## src/rtl/pipen_pkg.sv

```systemverilog
// pipen_pkg: shared definitions for the elastic register pipeline.
//   occ_width(depth) : bit width of a counter spanning 0..depth inclusive.
package pipen_pkg;

  localparam int unsigned PIPEN_DEF_WIDTH = 8;
  localparam int unsigned PIPEN_DEF_DEPTH = 3;

  function automatic int unsigned occ_width(input int unsigned depth);
    return $clog2(depth + 1);
  endfunction

endpackage

```

## src/rtl/pipen_stage.sv

```systemverilog
// pipen_stage: one valid/ready register slice of the elastic pipeline.
// Ports:
//   clk, rst          clock, async active-high reset (clears valid and data)
//   flush             synchronous clear of the valid bit
//   up_valid/up_data  incoming item from the previous slice (or pipeline input)
//   up_ready          slice can take an item this cycle (empty or draining)
//   dn_valid/dn_data  item held by this slice
//   dn_ready          next slice (or consumer) takes the held item this cycle
module pipen_stage
  import pipen_pkg::*;
#(
  parameter int unsigned WIDTH = PIPEN_DEF_WIDTH
) (
  input  logic             clk,
  input  logic             rst,
  input  logic             flush,
  input  logic             up_valid,
  input  logic [WIDTH-1:0] up_data,
  output logic             up_ready,
  output logic             dn_valid,
  output logic [WIDTH-1:0] dn_data,
  input  logic             dn_ready
);

  logic             r_vld;
  logic [WIDTH-1:0] r_dat;

  // An empty slice always accepts, which lets items slide forward into
  // bubbles while the consumer is stalled.
  assign up_ready = !r_vld | dn_ready;
  assign dn_valid = r_vld;
  assign dn_data  = r_dat;

  always_ff @(posedge clk or posedge rst) begin
    if (rst) begin
      r_vld <= 1'b0;
      r_dat <= '0;
    end else if (flush) begin
      r_vld <= 1'b0;
    end else if (up_ready) begin
      r_vld <= up_valid;
      if (up_valid) begin
        r_dat <= up_data;
      end
    end
  end

endmodule

```

## src/rtl/pipen_elastic.sv

```systemverilog
// pipen_elastic: DEPTH-stage, WIDTH-bit register pipeline with a valid/ready
// handshake at every stage, bubble collapsing, synchronous flush and an
// occupancy count.
// Ports:
//   clk, rst             clock, async active-high reset (empties the pipeline)
//   in_data/in_valid     upstream item; in_ready = accepted this cycle
//   out_data/out_valid   item in the last stage; out_ready = consumer takes it
//   flush                synchronous clear of all stages (input refused)
//   occupancy            number of valid stages, 0..DEPTH
module pipen_elastic
  import pipen_pkg::*;
#(
  parameter int unsigned WIDTH = PIPEN_DEF_WIDTH,
  parameter int unsigned DEPTH = PIPEN_DEF_DEPTH
) (
  input  logic                         clk,
  input  logic                         rst,
  input  logic [WIDTH-1:0]             in_data,
  input  logic                         in_valid,
  output logic                         in_ready,
  output logic [WIDTH-1:0]             out_data,
  output logic                         out_valid,
  input  logic                         out_ready,
  input  logic                         flush,
  output logic [occ_width(DEPTH)-1:0]  occupancy
);

  localparam int unsigned OCW = occ_width(DEPTH);

  // Index i is the upstream side of stage i; index DEPTH is the output side.
  logic             w_vld [0:DEPTH];
  logic             w_rdy [0:DEPTH];
  logic [WIDTH-1:0] w_dat [0:DEPTH];

  logic             w_in_xfer;
  logic             w_out_xfer;
  logic [OCW-1:0]   r_occ;

  assign w_in_xfer  = in_valid & in_ready;
  assign w_out_xfer = out_valid & out_ready;

  assign w_vld[0]     = w_in_xfer;
  assign w_dat[0]     = in_data;
  assign w_rdy[DEPTH] = out_ready;

  // Ready ripples combinationally from the consumer back to the input.
  assign in_ready  = w_rdy[0] & !flush;
  assign out_valid = w_vld[DEPTH];
  assign out_data  = w_dat[DEPTH];

  for (genvar g = 0; g < DEPTH; g++) begin : g_stage
    pipen_stage #(
      .WIDTH (WIDTH)
    ) u_stage (
      .clk      (clk),
      .rst      (rst),
      .flush    (flush),
      .up_valid (w_vld[g]),
      .up_data  (w_dat[g]),
      .up_ready (w_rdy[g]),
      .dn_valid (w_vld[g+1]),
      .dn_data  (w_dat[g+1]),
      .dn_ready (w_rdy[g+1])
    );
  end

  // Tracked incrementally from the boundary transfers; this equals the
  // popcount of the stage valid bits since items are only created at the
  // input and only destroyed at the output (or by flush/rst).
  always_ff @(posedge clk or posedge rst) begin
    if (rst) begin
      r_occ <= '0;
    end else if (flush) begin
      r_occ <= '0;
    end else if (w_in_xfer && !w_out_xfer) begin
      r_occ <= r_occ + OCW'(1);
    end else if (w_out_xfer && !w_in_xfer) begin
      r_occ <= r_occ - OCW'(1);
    end
  end

  assign occupancy = r_occ;

endmodule

```

## config.mk

```make
export PLATFORM = sky130hd
export DESIGN_NAME = pipen_elastic
export DESIGN_NICKNAME = d
export VERILOG_FILES = /design/src/rtl/pipen_pkg.sv /design/src/rtl/pipen_stage.sv /design/src/rtl/pipen_elastic.sv
export SDC_FILE = /design/constraint.sdc
export NUM_CORES = 1
export LEC_CHECK = 0
export ABC_CLOCK_PERIOD_IN_PS = 3400
export CAP_MARGIN = 20
export CORE_ASPECT_RATIO = 1.75
export CORE_MARGIN = 2
export CORE_UTILIZATION = 30
export CTS_BUF_LIST = sky130_fd_sc_hd__clkbuf_8
export DETAILED_ROUTE_END_ITERATION = 10
export SYNTH_ARGS = -nofsm -noshare
export SYNTH_HDL_FRONTEND = slang
export SYNTH_HIERARCHICAL = 1
export SYNTH_SLANG_ARGS = --single-unit
```

## constraint.sdc

```tcl
create_clock -name clk -period 3.4 [get_ports clk]
set_clock_uncertainty 0.1 [all_clocks]
set_input_delay 0.34 -clock clk [delete_from_list [all_inputs] [get_ports clk]]
set_output_delay 0.34 -clock clk [all_outputs]
set_load 0.01 [all_outputs]
```

==> metrics.txt <==
final non-filler cell total between 150 and 200; effective utilization at floorplan just over 30%; xor and xnor area share after synthesis less than 1%; CTS tree done; Avg Cell Area, Syn roughly 14 µm²; clk root buf clkbuf_8; post-DP HPWL 1.694 mm; pwr/cell area about 630 nW/µm²; Clock Latency Late Sink between 200 and 300 ps; Pre-Repair DR Iteration Count 4; fin nets roughly 130; die area 4724 µm²; synth warn 6; initial antenna violation count 0; Internal approximately 0.81 mW; Routed Antenna Nets 0; outcome finished, final reports clean; RSZ-0062 raised after global routing no; top cells by area, synth dfrtp_1 (58%), mux2_2 (22%), nor3b_4 (4.5%); register area share after synthesis ~58%; Min-Delay Path Class in2async; largest net degree at the start of global routing 14; final worst-path cycle share between 70% and 80%; cells after synthesis 88; TritonCTS Buffers 5; Mapped Area ~1300 µm²; Worst Path Max Fanout 5; reg2reg setup slack around 1100 ps; initial drt markers 22; Placed Cells roughly 160; row count 31; CTS max path bufs 2; main combinational cell family by area after synthesis multiplexers; combinational power share 20.4%; Die W 52.82 µm; crit path to in_ready; Net Sw Frac between 20% and 30%; die height about 89 µm; Reg-to-Reg Start g_stage[2].u_stage/dn_valid; Util after Layout between 40% and 50%; R2R Path End g_stage[0].u_stage/dn_data[6]; share of layout cells above drive strength 1 31.67%; Port Buffers 24; GPL Wtd Cong between 0.6 and 0.7; max-slew violations 0; CP required roughly 3000 ps; crit path launch out_ready; number of global-route vias before repair around 830; Fin. Hold Viols 0; Syn Nets around 100; CTS clk-pin slew, worst paths about 60 ps; highest clock rate approximately 370 MHz; Via Count a little under 800; total power between 1 and 1.5 mW; H-tree levels 2; routed len/inst around 13 µm; area leader, netlist dfrtp_1; GRT Residual Overflow 0; Clk network pwr share ~34%; setup bufs post-CTS 0; measured slew at the worst slew-check pin between 600 and 700 ps; CP Class in2out; Ant. Diodes 0; Compound-Gate Fraction of Synth Area between 1 and 1.5%; Critical Path Source Type input pin; post-DR vias/cell roughly 4.6; Hold Buf Count CTS 0; final setup TNS 0 ps; post-synthesis mux area share between 20% and 30%; area share of the largest cell type after synthesis between 50% and 60%; switching pwr roughly 0.24 mW; Seq pwr share between 40% and 50%; # IOs 25; worst vdd ir 0.3341 mV; Post-CTS Resized 0; Synth Area in Adders 0%; Core Box Area ~4000 µm²; drt total wl around 2.2 mm; CTS sink count 29; Worst EP arrival about 2300 ps; Final setup violation count 0; Area growth, synth to finish 33.40%; Leak Pwr approximately 0.7 nW; drt drc 0; library cells used by synthesis 18; Slew Limit Headroom 58.30%; Post-Synth Simple-Gate Area 14.50%; first-pass GRT wire length 3.746 mm; total global-route track usage around 11%; max cap viols 0; Final min period between 2000 and 3000 ps; R2R depth 10; Yosys reg bits 29; Critical Path End Type output port
## how the worst min path moves through the flow
stage	start	endpoint	slack [ps]
2_1_floorplan	rst	occupancy[0]	-20
3_3_place_gp	g_stage[0].u_stage/dn_data[7]	g_stage[1].u_stage/dn_data[7]	390
3_5_place_dp	g_stage[2].u_stage/dn_data[7]	g_stage[2].u_stage/dn_data[7]	400
4_1_cts	rst	occupancy[1]	250
5_1_grt	rst	occupancy[0]	270
6_report	rst	occupancy[1]	240
## power groups by stage
| stage | logic [mW] | clock network (mW) | registers [mW] |
|---|---|---|---|
| final | 0.214 | 0.355 | 0.478 |
| after floorplan | 0.0947 | 0 | 0.490 |
| after global routing | 0.234 | 0.386 | 0.490 |
| after CTS | 0.218 | 0.366 | 0.479 |
| after global placement | 0.212 | 0 | 0.481 |
| after detailed placement | 0.218 | 0 | 0.486 |
## worst max-delay path, stage by stage
cell,delay (ps)
clkdlybuf4s50_1,500
nor2b_4,190
inv_1,90
nor2b_4,160
inv_1,80
nor2b_4,150
inv_1,100
nor2b_1,140
clkdlybuf4s50_1,500
## cells by family after synthesis
logic type / Yosys count
xor+xnor: 1
mux: 26
simple gates: 22
compound gates: 3
buf+inv: 7
flops: 29
## synthesized netlist by cell type, drive strengths merged
master  instances
nand3           1
nand4b          1
nor3b           3
inv             7
o211ai          1
nor4bb          1
nor2            8
mux2i           1
and4b           1
dfrtp          29
nand2           3
xor2            1
a21oi           2
mux2           25
nor2b           4
## metrics by stage
step	instance area [µm²]	setup WS, ps	hold WS (ps)
final	1669	703.4	244.3
after global routing	1669	575.2	272.3
after CTS	1669	695.2	253.5
after detailed placement	1553	671.0	395.4
after global placement	1553	743.4	386.3
after floorplan	1251	1320	-18.82
## area by class of cell
cell class | count | area, µm²
clock inverters | 2 | 33.78
repair buffers | 24 | 240.2
fillers | 399 | 2404
multi-input cells | 52 | 499.2
flip-flops and latches | 29 | 725.7
well taps | 49 | 61.31
clock buffers | 6 | 82.58
inverters | 7 | 26.28
## sequential cells by signal, indices dropped and copies added, names as in the netlist
register                  flops
g_stage.u_stage/dn_data      24
occupancy                     2
g_stage.u_stage/dn_valid      3
## layout by cell type (no fill, tap or decap), drive strengths merged, types with 2 or more instances in the layout
master and n:
a21oi 2, clkbuf 6, clkdlybuf4s50 24, dfrtp 29, inv 8, mux2 25, nand2 3, nor2 8
nor2b 4, nor3b 3
## layer usage
metal | wire, µm | global-route usage [%] | vias up | part of all wire [%]
met5 | 0 | 0 | - | 0
met1 | 817 | 11.30 | 385 | 38
met3 | 139 | 3.679 | 2 | 6.5
li1 | - | - | 361 | -
met2 | 1168 | 19.09 | 24 | 54
met4 | 27 | 6.993 | 0 | 1.3
(Power assumes the default switching activity.)
